File: config.mk
export PLATFORM = sky130hd
export DESIGN_NAME = msg_display_queue_flat
export DESIGN_NICKNAME = d
export VERILOG_FILES = /design/src/rtl/yousei_pkg.sv /design/src/rtl/msg_display_queue_if.sv /design/src/rtl/msg_fifo.sv /design/src/rtl/msg_display_queue.sv /design/src/flat_wrapper.sv
export SDC_FILE = /design/constraint.sdc
export NUM_CORES = 1
export LEC_CHECK = 0
export ABC_CLOCK_PERIOD_IN_PS = 8800
export CAP_MARGIN = 40
export CORE_MARGIN = 2
export CORE_UTILIZATION = 62
export CTS_CLUSTER_DIAMETER = 80
export CTS_CLUSTER_SIZE = 28
export DETAILED_ROUTE_END_ITERATION = 7
export PLACE_DENSITY = 0.95
export SETUP_SLACK_MARGIN = 0.5
export SYNTH_ARGS = -nofsm -noshare
export SYNTH_HDL_FRONTEND = slang
export SYNTH_SLANG_ARGS = --single-unit
File: constraint.sdc
create_clock -name clk -period 8.8 [get_ports clk]
set_input_delay 1.76 -clock clk [delete_from_list [all_inputs] [get_ports clk]]
set_output_delay 1.76 -clock clk [all_outputs]
set_load 0.01 [all_outputs]
File: src/rtl/yousei_pkg.sv
// Shared definitions for the kernel message path: field widths, opcodes,
// the display FSM encoding and the queued message record.
package yousei_pkg;

  localparam int MSG_W   = 5;
  localparam int PID_W   = 5;
  localparam int ENTRY_W = MSG_W + PID_W;

  localparam logic [5:0] EMIT_MSG    = 6'b011010;
  localparam logic [5:0] ROUND_ROBIN = 6'b011011;
  localparam logic [5:0] SET_PID     = 6'b011100;
  localparam logic [5:0] CREATE_FILE = 6'b011101;

  typedef enum logic {
    IDLE = 1'b0,
    SHOW = 1'b1
  } state_t;

  typedef struct packed {
    logic [PID_W-1:0] pid;
    logic [MSG_W-1:0] msg;
  } msg_entry_t;

  // Width of the hold counter: enough to hold HOLD_CYCLES-1, never zero.
  function automatic int hold_width(input int hold_cycles);
    return ($clog2(hold_cycles) < 1) ? 1 : $clog2(hold_cycles);
  endfunction

endpackage

File: src/rtl/msg_display_queue_if.sv
// Bundle between the environment-variables block (producer), the user
// acknowledge input and the display drivers.
interface msg_display_queue_if #(
  parameter int DEPTH = 4
);
  import yousei_pkg::*;

  localparam int CW = $clog2(DEPTH) + 1;

  // Handshake: MSG_Sign is a valid-only strobe, one message per high cycle,
  // with no ready; the queue always takes it or drops it and flags Overflow.
  logic             MSG_Sign;
  logic [MSG_W-1:0] MSG_OUT;
  logic [PID_W-1:0] PID_in;
  logic             Ack;

  logic [MSG_W-1:0] Disp_Msg;
  logic [PID_W-1:0] Disp_PID;
  logic             Disp_Valid;
  logic             Queue_Full;
  logic             Overflow;
  logic [CW-1:0]    Count;
  state_t           dbg_state;

  modport master (
    output MSG_Sign, MSG_OUT, PID_in, Ack,
    input  Disp_Msg, Disp_PID, Disp_Valid, Queue_Full, Overflow, Count, dbg_state
  );

  modport slave (
    input  MSG_Sign, MSG_OUT, PID_in, Ack,
    output Disp_Msg, Disp_PID, Disp_Valid, Queue_Full, Overflow, Count, dbg_state
  );

endinterface

File: src/rtl/msg_fifo.sv
// Synchronous FIFO with separate occupancy counter; a push while full is
// still accepted when a pop happens on the same edge.
module msg_fifo
  import yousei_pkg::*;
#(
  parameter int DEPTH = 4,
  parameter int W     = ENTRY_W
) (
  input  logic                   clk,
  input  logic                   rst,
  input  logic                   i_push,
  input  logic                   i_pop,
  input  logic [W-1:0]           i_data,
  output logic [W-1:0]           o_data,
  output logic                   o_full,
  output logic                   o_empty,
  output logic                   o_accept,
  output logic [$clog2(DEPTH):0] o_count
);

  localparam int AW = $clog2(DEPTH);

  logic [W-1:0]  r_mem [DEPTH];
  logic [AW-1:0] r_wr_ptr;
  logic [AW-1:0] r_rd_ptr;
  logic [AW:0]   r_count;
  logic          w_pop;
  logic          w_push;

  assign o_full   = (r_count == (AW+1)'(DEPTH));
  assign o_empty  = (r_count == '0);
  assign o_count  = r_count;
  assign o_data   = r_mem[r_rd_ptr];
  assign w_pop    = i_pop && !o_empty;
  assign w_push   = i_push && (!o_full || w_pop);
  assign o_accept = w_push;

  always_ff @(posedge clk or posedge rst) begin
    if (rst) begin
      r_wr_ptr <= '0;
      r_rd_ptr <= '0;
      r_count  <= '0;
    end else begin
      if (w_push) r_wr_ptr <= r_wr_ptr + 1'b1;
      if (w_pop)  r_rd_ptr <= r_rd_ptr + 1'b1;
      case ({w_push, w_pop})
        2'b10:   r_count <= r_count + 1'b1;
        2'b01:   r_count <= r_count - 1'b1;
        default: r_count <= r_count;
      endcase
    end
  end

  // Storage needs no reset: the pointers and count define what is valid.
  always_ff @(posedge clk) begin
    if (w_push) r_mem[r_wr_ptr] <= i_data;
  end

endmodule

File: src/rtl/msg_display_queue.sv
// Queues kernel messages tagged with the current PID and shows them one at a
// time for HOLD_CYCLES clocks, or until the user acknowledges.
module msg_display_queue
  import yousei_pkg::*;
#(
  parameter int DEPTH       = 4,
  parameter int HOLD_CYCLES = 50_000_000
) (
  input  logic                clk,
  input  logic                reset,
  msg_display_queue_if.slave  bus
);

  localparam int            HW        = hold_width(HOLD_CYCLES);
  localparam logic [HW-1:0] HOLD_LOAD = HW'(HOLD_CYCLES - 1);
  localparam int            CW        = $clog2(DEPTH) + 1;

  state_t           r_state;
  state_t           w_next_state;
  logic [HW-1:0]    r_hold;
  logic             r_overflow;
  msg_entry_t       r_disp;

  logic             w_advance;
  logic             w_pop;
  logic             w_disp_valid;
  logic             w_full;
  logic             w_empty;
  logic             w_accept;
  logic [CW-1:0]    w_count;
  msg_entry_t       w_head;

  msg_fifo #(
    .DEPTH (DEPTH),
    .W     (ENTRY_W)
  ) u_fifo (
    .clk      (clk),
    .rst      (reset),
    .i_push   (bus.MSG_Sign),
    .i_pop    (w_pop),
    .i_data   ({bus.PID_in, bus.MSG_OUT}),
    .o_data   (w_head),
    .o_full   (w_full),
    .o_empty  (w_empty),
    .o_accept (w_accept),
    .o_count  (w_count)
  );

  always_ff @(posedge clk or posedge reset) begin
    if (reset) r_state <= IDLE;
    else       r_state <= w_next_state;
  end

  always_comb begin
    w_next_state = r_state;
    case (r_state)
      IDLE:    if (!w_empty) w_next_state = SHOW;
      SHOW:    if (w_advance && w_empty) w_next_state = IDLE;
      default: w_next_state = IDLE;
    endcase
  end

  // Ack and an expired hold counter collapse into one advance.
  always_comb begin
    w_advance    = 1'b0;
    w_pop        = 1'b0;
    w_disp_valid = 1'b0;
    case (r_state)
      IDLE: w_pop = !w_empty;
      SHOW: begin
        w_disp_valid = 1'b1;
        w_advance    = (r_hold == '0) || bus.Ack;
        w_pop        = w_advance && !w_empty;
      end
      default: ;
    endcase
  end

  always_ff @(posedge clk or posedge reset) begin
    if (reset) begin
      r_hold     <= '0;
      r_disp     <= '0;
      r_overflow <= 1'b0;
    end else begin
      if (w_pop) begin
        r_hold <= HOLD_LOAD;
        r_disp <= w_head;
      end else if (r_state == SHOW && r_hold != '0) begin
        r_hold <= r_hold - 1'b1;
      end
      if (bus.MSG_Sign && !w_accept) r_overflow <= 1'b1;
    end
  end

  assign bus.Disp_Msg   = r_disp.msg;
  assign bus.Disp_PID   = r_disp.pid;
  assign bus.Disp_Valid = w_disp_valid;
  assign bus.Queue_Full = w_full;
  assign bus.Overflow   = r_overflow;
  assign bus.Count      = w_count;
  assign bus.dbg_state  = r_state;

endmodule

File: src/flat_wrapper.sv
// flat-port wrapper written by rule: the top's interface ports become plain ports
module msg_display_queue_flat import yousei_pkg::*;
#(
  parameter int DEPTH       = 4,
  parameter int HOLD_CYCLES = 50_000_000
)
  (clk, reset, bus_MSG_Sign, bus_MSG_OUT, bus_PID_in, bus_Ack, bus_Disp_Msg, bus_Disp_PID, bus_Disp_Valid, bus_Queue_Full, bus_Overflow, bus_Count, bus_dbg_state);
  msg_display_queue_if #(.DEPTH(DEPTH)) bus_i ();
  input  logic clk;
  input  logic reset;
  input wire logic [$bits(bus_i.MSG_Sign)-1:0] bus_MSG_Sign;
  input wire logic [$bits(bus_i.MSG_OUT)-1:0] bus_MSG_OUT;
  input wire logic [$bits(bus_i.PID_in)-1:0] bus_PID_in;
  input wire logic [$bits(bus_i.Ack)-1:0] bus_Ack;
  output wire logic [$bits(bus_i.Disp_Msg)-1:0] bus_Disp_Msg;
  output wire logic [$bits(bus_i.Disp_PID)-1:0] bus_Disp_PID;
  output wire logic [$bits(bus_i.Disp_Valid)-1:0] bus_Disp_Valid;
  output wire logic [$bits(bus_i.Queue_Full)-1:0] bus_Queue_Full;
  output wire logic [$bits(bus_i.Overflow)-1:0] bus_Overflow;
  output wire logic [$bits(bus_i.Count)-1:0] bus_Count;
  output wire logic [$bits(bus_i.dbg_state)-1:0] bus_dbg_state;
  assign bus_i.MSG_Sign = bus_MSG_Sign;
  assign bus_i.MSG_OUT = bus_MSG_OUT;
  assign bus_i.PID_in = bus_PID_in;
  assign bus_i.Ack = bus_Ack;
  assign bus_Disp_Msg = bus_i.Disp_Msg;
  assign bus_Disp_PID = bus_i.Disp_PID;
  assign bus_Disp_Valid = bus_i.Disp_Valid;
  assign bus_Queue_Full = bus_i.Queue_Full;
  assign bus_Overflow = bus_i.Overflow;
  assign bus_Count = bus_i.Count;
  assign bus_dbg_state = bus_i.dbg_state;
  msg_display_queue #(.DEPTH(DEPTH), .HOLD_CYCLES(HOLD_CYCLES)) u_core (.clk(clk), .reset(reset), .bus(bus_i));
endmodule
==> results.yml, run 1 <==
finish:
  final_cell_mix: "nand2_1, dfrtp_1, edfxtp_1, clkdlybuf4s50_1, xnor2_1"
  antenna_cells: 0
  fin_area_um2: 4274
  final_layout_size_suffix_gt1_share_pct: 13.52
  final_nets: 333
  layout.cells.non_filler: 393
  syn2layout_area_growth_pct: 14.94
setup_path:
  ff2ff_path_depth: 8
  cp_max_fo: 20
  setup.worst_path.start_class: "flip-flop"
  required_ps: 9080
  critPathKind: "flip-flop to flip-flop"
  startpoint: "u_core.r_hold[8]"
  endpoint_kind: "flip-flop"
  reg2reg_slack_ps: 5090
  worstReg2RegEnd: "u_core.u_fifo.o_count[2]"
  critPathMostFrequentCell: "or4_4"
  crit_chain: "or4_4 -> or4_4 -> o21ai_4 -> o21a_1 -> nand2_1 -> fa_1 -> o31ai_2 -> xor2_1"
  setup.worst_path.end: "u_core.u_fifo.o_count[2]"
  crit_slowest_cell: "or4_4"
  critPathArrivalTime_ps: 3990
  critPathMaxStageDelay_ps: 590
  r2r_start: "u_core.r_hold[8]"
sta:
  clock.fmax_mhz: 269.8
  period_minus_slack_ps: 3707
  slew_violations: 0
  finalHoldViolations: 0
  final-setup-viol-count: 0
  setup-tns-final_ps: 0
  fin_crit_sh_pct: 42.12
  grt_setup_unrepaired: "false"
  setup_ws_ps: 5093
  tightest_slew_ps: 693.4
  slew_headroom_pct: 53.77
  clock_skew_ps: 11.37
synth:
  ys_ff_latch: 85
  syn_inst: 281
  yosysTopAreaCellShare_pct: 32.30
  seq_area_frac_synth_pct: 62.58
  synth_nets: 301
  synth_edf_count: 40
  ys.flop_type: "dfrtp_1"
  yosys_warnings: 0
  synth.cell_area_um2: 3719
  yosysTopAreaCell: "edfxtp_1"
  ys_top_cells_by_area: "edfxtp_1, dfrtp_1, mux4_2, nand2_1, xnor2_1"
  synth_area_per_cell_um2: 13.23
  async_flop_share_pct: 52.94
  yosysUniqueCellTypes: 47
clock_tree:
  clock-sinks: 85
  clkLatencyLatePin_ps: 350
  clk_pin_slew_ps: 90
  cts_root_buf: "clkbuf_8"
  clock_tree.buffer_depth: 2
  numCtsBuffers: 9
  cts_resized: 0
  htree_levels: 3
  cts_hold_buf: 0
  postCtsSetupRepairBufs: 0
  cts_tree: "done"
pwr:
  sw_frac_of_total_pct: 32.27
  p_comb_share_pct: 29.0
  power_switching_w: 0.0003908
  p_leak_nw: 1.543
  p_int_w: 0.0008201
  clockPowerShare_pct: 23.0
  pwr-share-seq_pct: 48.0
  peakVddDrop_v: 0.0001977
  total_power_w: 0.001211
  p_per_area_nw_per_um2: 283.3
place:
  dp.cells: 377
  routabilityCongestion: 0.8153
  postPlaceCellArea_um2: 4069
  place_ws_ps: 4742
  hpwl_mm: 4.560
  numPortBuffers: 30
die:
  start_util_pct: 63.56
  fp.dieW_um: 81.45
  die_area_um2: 6633
  ios: 31
  core_um2: 5851
  die_h_um: 81.45
  rows: 28
global_routing:
  track_usage_pct: 22.90
  grt_pass1_wl_mm: 11.03
  antenna_found_initial: 0
  grt_max_degree: 46
  grt.overflow.total: 0
  grt_pass1_vias: 2351
hold_path:
  min-delay-start: "u_core.bus.Overflow"
  hp-class: "flip-flop to flip-flop"
drt:
  drt_first_pass_iters: 4
  num_vias: 2317
  drc: 0
  drt-vias-per-instance: 5.896
  first_iter_violations: 167
  wl_per_cell_um: 17.23
  ant_nets: 0
  wirelength_mm: 6.770
run:
  timing.max_cap.violations: 0
status:
  status: "completed"
==> synthesized netlist by cell type, types with 4 or more instances <==
cell and n:
xor2_1 4, or3_1 6, nor4_1 5, nor3_1 11
nand2_1 45, clkbuf_1 6, nand3_1 4, and3_1 4
xnor2_1 16, o21ai_0 6, inv_1 8, or4_1 4
mux4_2 10, dfrtp_1 45, a21oi_1 5, and2_1 5
nor2_1 12, ha_1 5, edfxtp_1 40
==> critical path: cells and delay by family (launching register included) <==
| kind | cells | cell delay [ps] |
|---|---|---|
| xor gates and xnor gates | 1 | 150 |
| AOI/OAI and AO/OA | 3 | 1250 |
| adders and majority gates | 1 | 430 |
| and+or+nand+nor | 3 | 1340 |
| DFF | 1 | 440 |
==> metrics by stage <==
| step | hold slack [ps] | util [%] |
|---|---|---|
| 4_1_cts | 477.0 | 73.05 |
| 6_report | 473.5 | 73.05 |
| 2_1_floorplan | 471.3 | - |
| 5_1_grt | 491.0 | 73.05 |
| 3_3_place_gp | 454.1 | 69.55 |
| 3_5_place_dp | 458.4 | 69.55 |
==> per-layer routing <==
layer	track usage, %	wire length (um)	vias up
met4	9.831	110	0
met5	0	0	-
met1	28.99	2811	1174
met3	5.165	250	10
met2	38.28	3597	52
li1	-	-	1081
==> area by class of cell <==
| type | instances | area (um^2) |
|---|---|---|
| clock inverters | 7 | 81.33 |
| well taps | 75 | 93.84 |
| inverters | 8 | 30.03 |
| flip-flops and latches | 85 | 2327 |
| repair buffers | 32 | 315.3 |
| multi-input cells | 177 | 1303 |
| fillers | 352 | 1577 |
| clock buffers | 9 | 123.9 |
==> state kept, by name, summed over array words and instances, names as in the netlist <==
name                    count
u_core.r_hold              26
u_core.bus.Disp_Msg         5
u_core.u_fifo.r_wr_ptr      2
u_core.bus.Overflow         1
u_core.bus.Disp_PID         5
u_core.u_fifo.r_rd_ptr      2
u_core.bus.dbg_state        1
u_core.u_fifo.r_mem        40
u_core.u_fifo.o_count       3
==> power by group through the flow <==
stage / Sequential [W] / Combinational, W / Clock [W]
2_1_floorplan: 0.000567 / 0.000232 / 0
3_3_place_gp: 0.000582 / 0.000337 / 0
3_5_place_dp: 0.000588 / 0.000351 / 0
4_1_cts: 0.000581 / 0.000356 / 0.000280
5_1_grt: 0.000591 / 0.000384 / 0.000296
6_report: 0.000581 / 0.000351 / 0.000279
==> logic make-up after synthesis <==
family,after synthesis,share of synthesized area [%]
multiplexers,13,7.234
adder cells (fa/ha/maj),6,2.221
XOR/XNOR,20,4.710
AO/OA/AOI/OAI,28,5.854
AND/OR/NAND/NOR,110,15.01
buffers and inverters,19,2.389
flip-flops,85,62.58
==> worst min path at each step <==
stage / end / cells past startpoint / slack (ps)
2_1_floorplan: u_core.r_hold[0] / 1 / 470
3_5_place_dp: u_core.bus.Overflow / 1 / 460
3_3_place_gp: u_core.bus.Overflow / 1 / 450
4_1_cts: u_core.bus.Overflow / 1 / 480
5_1_grt: u_core.bus.Overflow / 1 / 490
6_report: u_core.bus.Overflow / 1 / 470
Note: power is estimated with default switching activity, not from simulation.
==> run 2, diff against run 1 <==
--- a/config.mk
+++ b/config.mk
@@ -5,14 +5,14 @@
 export SDC_FILE = /design/constraint.sdc
 export NUM_CORES = 1
 export LEC_CHECK = 0
-export ABC_CLOCK_PERIOD_IN_PS = 8800
+export ABC_CLOCK_PERIOD_IN_PS = 3300
 export CAP_MARGIN = 40
 export CORE_MARGIN = 2
-export CORE_UTILIZATION = 62
+export CORE_UTILIZATION = 52
 export CTS_CLUSTER_DIAMETER = 80
 export CTS_CLUSTER_SIZE = 28
 export DETAILED_ROUTE_END_ITERATION = 7
-export PLACE_DENSITY = 0.95
+export PLACE_DENSITY = 0.88
 export SETUP_SLACK_MARGIN = 0.5
 export SYNTH_ARGS = -nofsm -noshare
 export SYNTH_HDL_FRONTEND = slang
==> constraint.sdc (replaced) <==
create_clock -name clk -period 3.3 [get_ports clk]
set_input_delay 0.66 -clock clk [delete_from_list [all_inputs] [get_ports clk]]
set_output_delay 0.66 -clock clk [all_outputs]
set_load 0.01 [all_outputs]
==> results.yml, run 2 (synthesis results as in run 1) <==
status:
  status: "completed"
clock_tree:
  clock-sinks: 85
  clk_pin_slew_ps: 90
  numCtsBuffers: 9
  clock_tree.buffer_depth: 2
  cts_hold_buf: 0
  htree_levels: 3
  clkLatencyLatePin_ps: 360
  cts_root_buf: "clkbuf_8"
  cts_tree: "done"
finish:
  multi_input_area_um2: 1315
  final_cell_mix: "nand2_1, dfrtp_1, edfxtp_1, clkdlybuf4s50_1, xnor2_1"
  seq_area_um2: 2327
  largestRegisters: "u_core.u_fifo.r_mem: 40 flops, u_core.r_hold: 26 flops"
  final_nets: 339
  regMostFlops: "u_core.u_fifo.r_mem"
  final_layout_size_suffix_gt1_share_pct: 16.98
  antenna_cells: 0
  largest_register_ffs: 40
  syn2layout_area_growth_pct: 17.09
  nFillCells: 502
  utilization_pct: 63.39
setup_path:
  critPathArrivalTime_ps: 3050
  required_ps: 3590
  setup.worst_path.start_class: "flip-flop"
  crit_slowest_cell: "or4_4"
  cp_max_fo: 6
  critPathMostFrequentCell: "or4_4"
  critical-path-top-delay-family: "simple AND/OR/NAND/NOR gates"
  endpoint_kind: "flip-flop"
  crit_buf_inv: 0
  critPathKind: "flip-flop to flip-flop"
  crit_chain: "or4_4 -> or4_4 -> o21ai_4 -> o21a_1 -> nand2_1 -> fa_2 -> o31ai_2 -> xor2_1"
  critPathMaxStageDelay_ps: 560
pwr:
  p_comb_share_pct: 30.2
  p_int_w: 0.002154
  p_leak_nw: 1.582
  total_power_w: 0.003212
  power_switching_w: 0.001059
  peakVddDrop_v: 0.0005525
  clockPowerShare_pct: 22.0
  sw_frac_of_total_pct: 32.95
  pwr-share-seq_pct: 47.8
  p_per_area_nw_per_um2: 737.7
die:
  rows: 30
  start_util_pct: 54.13
  core_um2: 6869
  fp.dieW_um: 88.57
  die_h_um: 88.57
  die_area_um2: 7844
  ios: 31
drt:
  num_vias: 2291
  drt_first_pass_iters: 6
  ant_nets: 0
  wirelength_mm: 6.863
  first_iter_violations: 168
  drt-vias-per-instance: 5.455
  drc: 0
  wl_per_cell_um: 16.34
hold_path:
  hp-class: "flip-flop to flip-flop"
sta:
  grt_setup_unrepaired: "true"
  finalHoldViolations: 0
  fin_crit_sh_pct: 83.66
  tightest_slew_ps: 683.7
  final-setup-viol-count: 0
  slew_headroom_pct: 54.42
  slew_violations: 0
  setup-tns-final_ps: 0
  clock.fmax_mhz: 362.2
  clock_skew_ps: 6.452
  period_minus_slack_ps: 2761
global_routing:
  grt_max_degree: 40
  grt_pass1_vias: 2365
  antenna_found_initial: 0
  grt_pass1_wl_mm: 11.46
  grt.overflow.total: 0
  track_usage_pct: 19.84
run:
  timing.max_cap.violations: 0
place:
  numPortBuffers: 30
  hpwl_mm: 4.692
  routabilityCongestion: 0.8072
==> run 2: metal layers <==
layer	vias up	GRT usage (%)	part of all wire (%)
met1	1137	25.43	43
met2	50	32.81	52
met3	13	3.731	2.9
met4	0	9.642	2.1
met5	-	0	0
li1	1091	-	-
==> run 2: worst reg2reg max path, stage by stage, from the launching register on <==
cell and delay (ps):
dfrtp_1 430, or4_4 560, or4_4 480, o21ai_4 190
o21a_1 170, nand2_1 70, fa_2 370, o31ai_2 250
xor2_1 170
==> run 2: timing repair <==
item	4_1_cts	5_1_grt
resized for setup	4	4
setup buffers	3	1
endpoints found under the setup margin	36	41
cloned	0	0
pin swaps	1	1
==> run 2: power groups by stage <==
stage	logic (W)	clock network [W]	registers [W]
6_report	0.000972	0.000706	0.00153
5_1_grt	0.00107	0.000767	0.00157
4_1_cts	0.000966	0.000718	0.00154
3_5_place_dp	0.000945	0	0.00156
3_3_place_gp	0.000914	0	0.00155
2_1_floorplan	0.000624	0	0.00151
==> run 2: cell type report <==
cell class / instances / share of cell area, %
sequential: 85 / 53.45
multi-input combinational: 177 / 30.20
timing repair buffer: 38 / 8.563
tap: 96 / 2.759
inverter: 8 / 0.6897
clock inverter: 7 / 1.494
clock buffer: 9 / 2.845
==> run 2: through the flow <==
step	setup slack, ps	hold slack (ps)	area, um^2	cells
final	539.4	482.1	4354	420
after global placement	563.2	459.7	4105	399
after detailed placement	470.4	464.3	4125	400
after CTS	546.8	485.5	4342	419
after floorplan	519.6	471.3	3724	281
after global routing	413.1	505.7	4354	420
==> run 2: final timing paths <==
check,startpoint,to,slack (ps),cells past startpoint
max,u_core.r_hold[9],u_core.u_fifo.o_count[2],540,8
min,u_core.bus.Disp_Msg[2],u_core.bus.Disp_Msg[2],480,2
max reg2reg,u_core.r_hold[9],u_core.u_fifo.o_count[2],540,8
min reg2reg,u_core.bus.Disp_Msg[2],u_core.bus.Disp_Msg[2],480,2
max in group asynchronous,reset,u_core.u_fifo.r_wr_ptr[1],2350,3
min in group asynchronous,reset,u_core.bus.Disp_PID[0],510,2
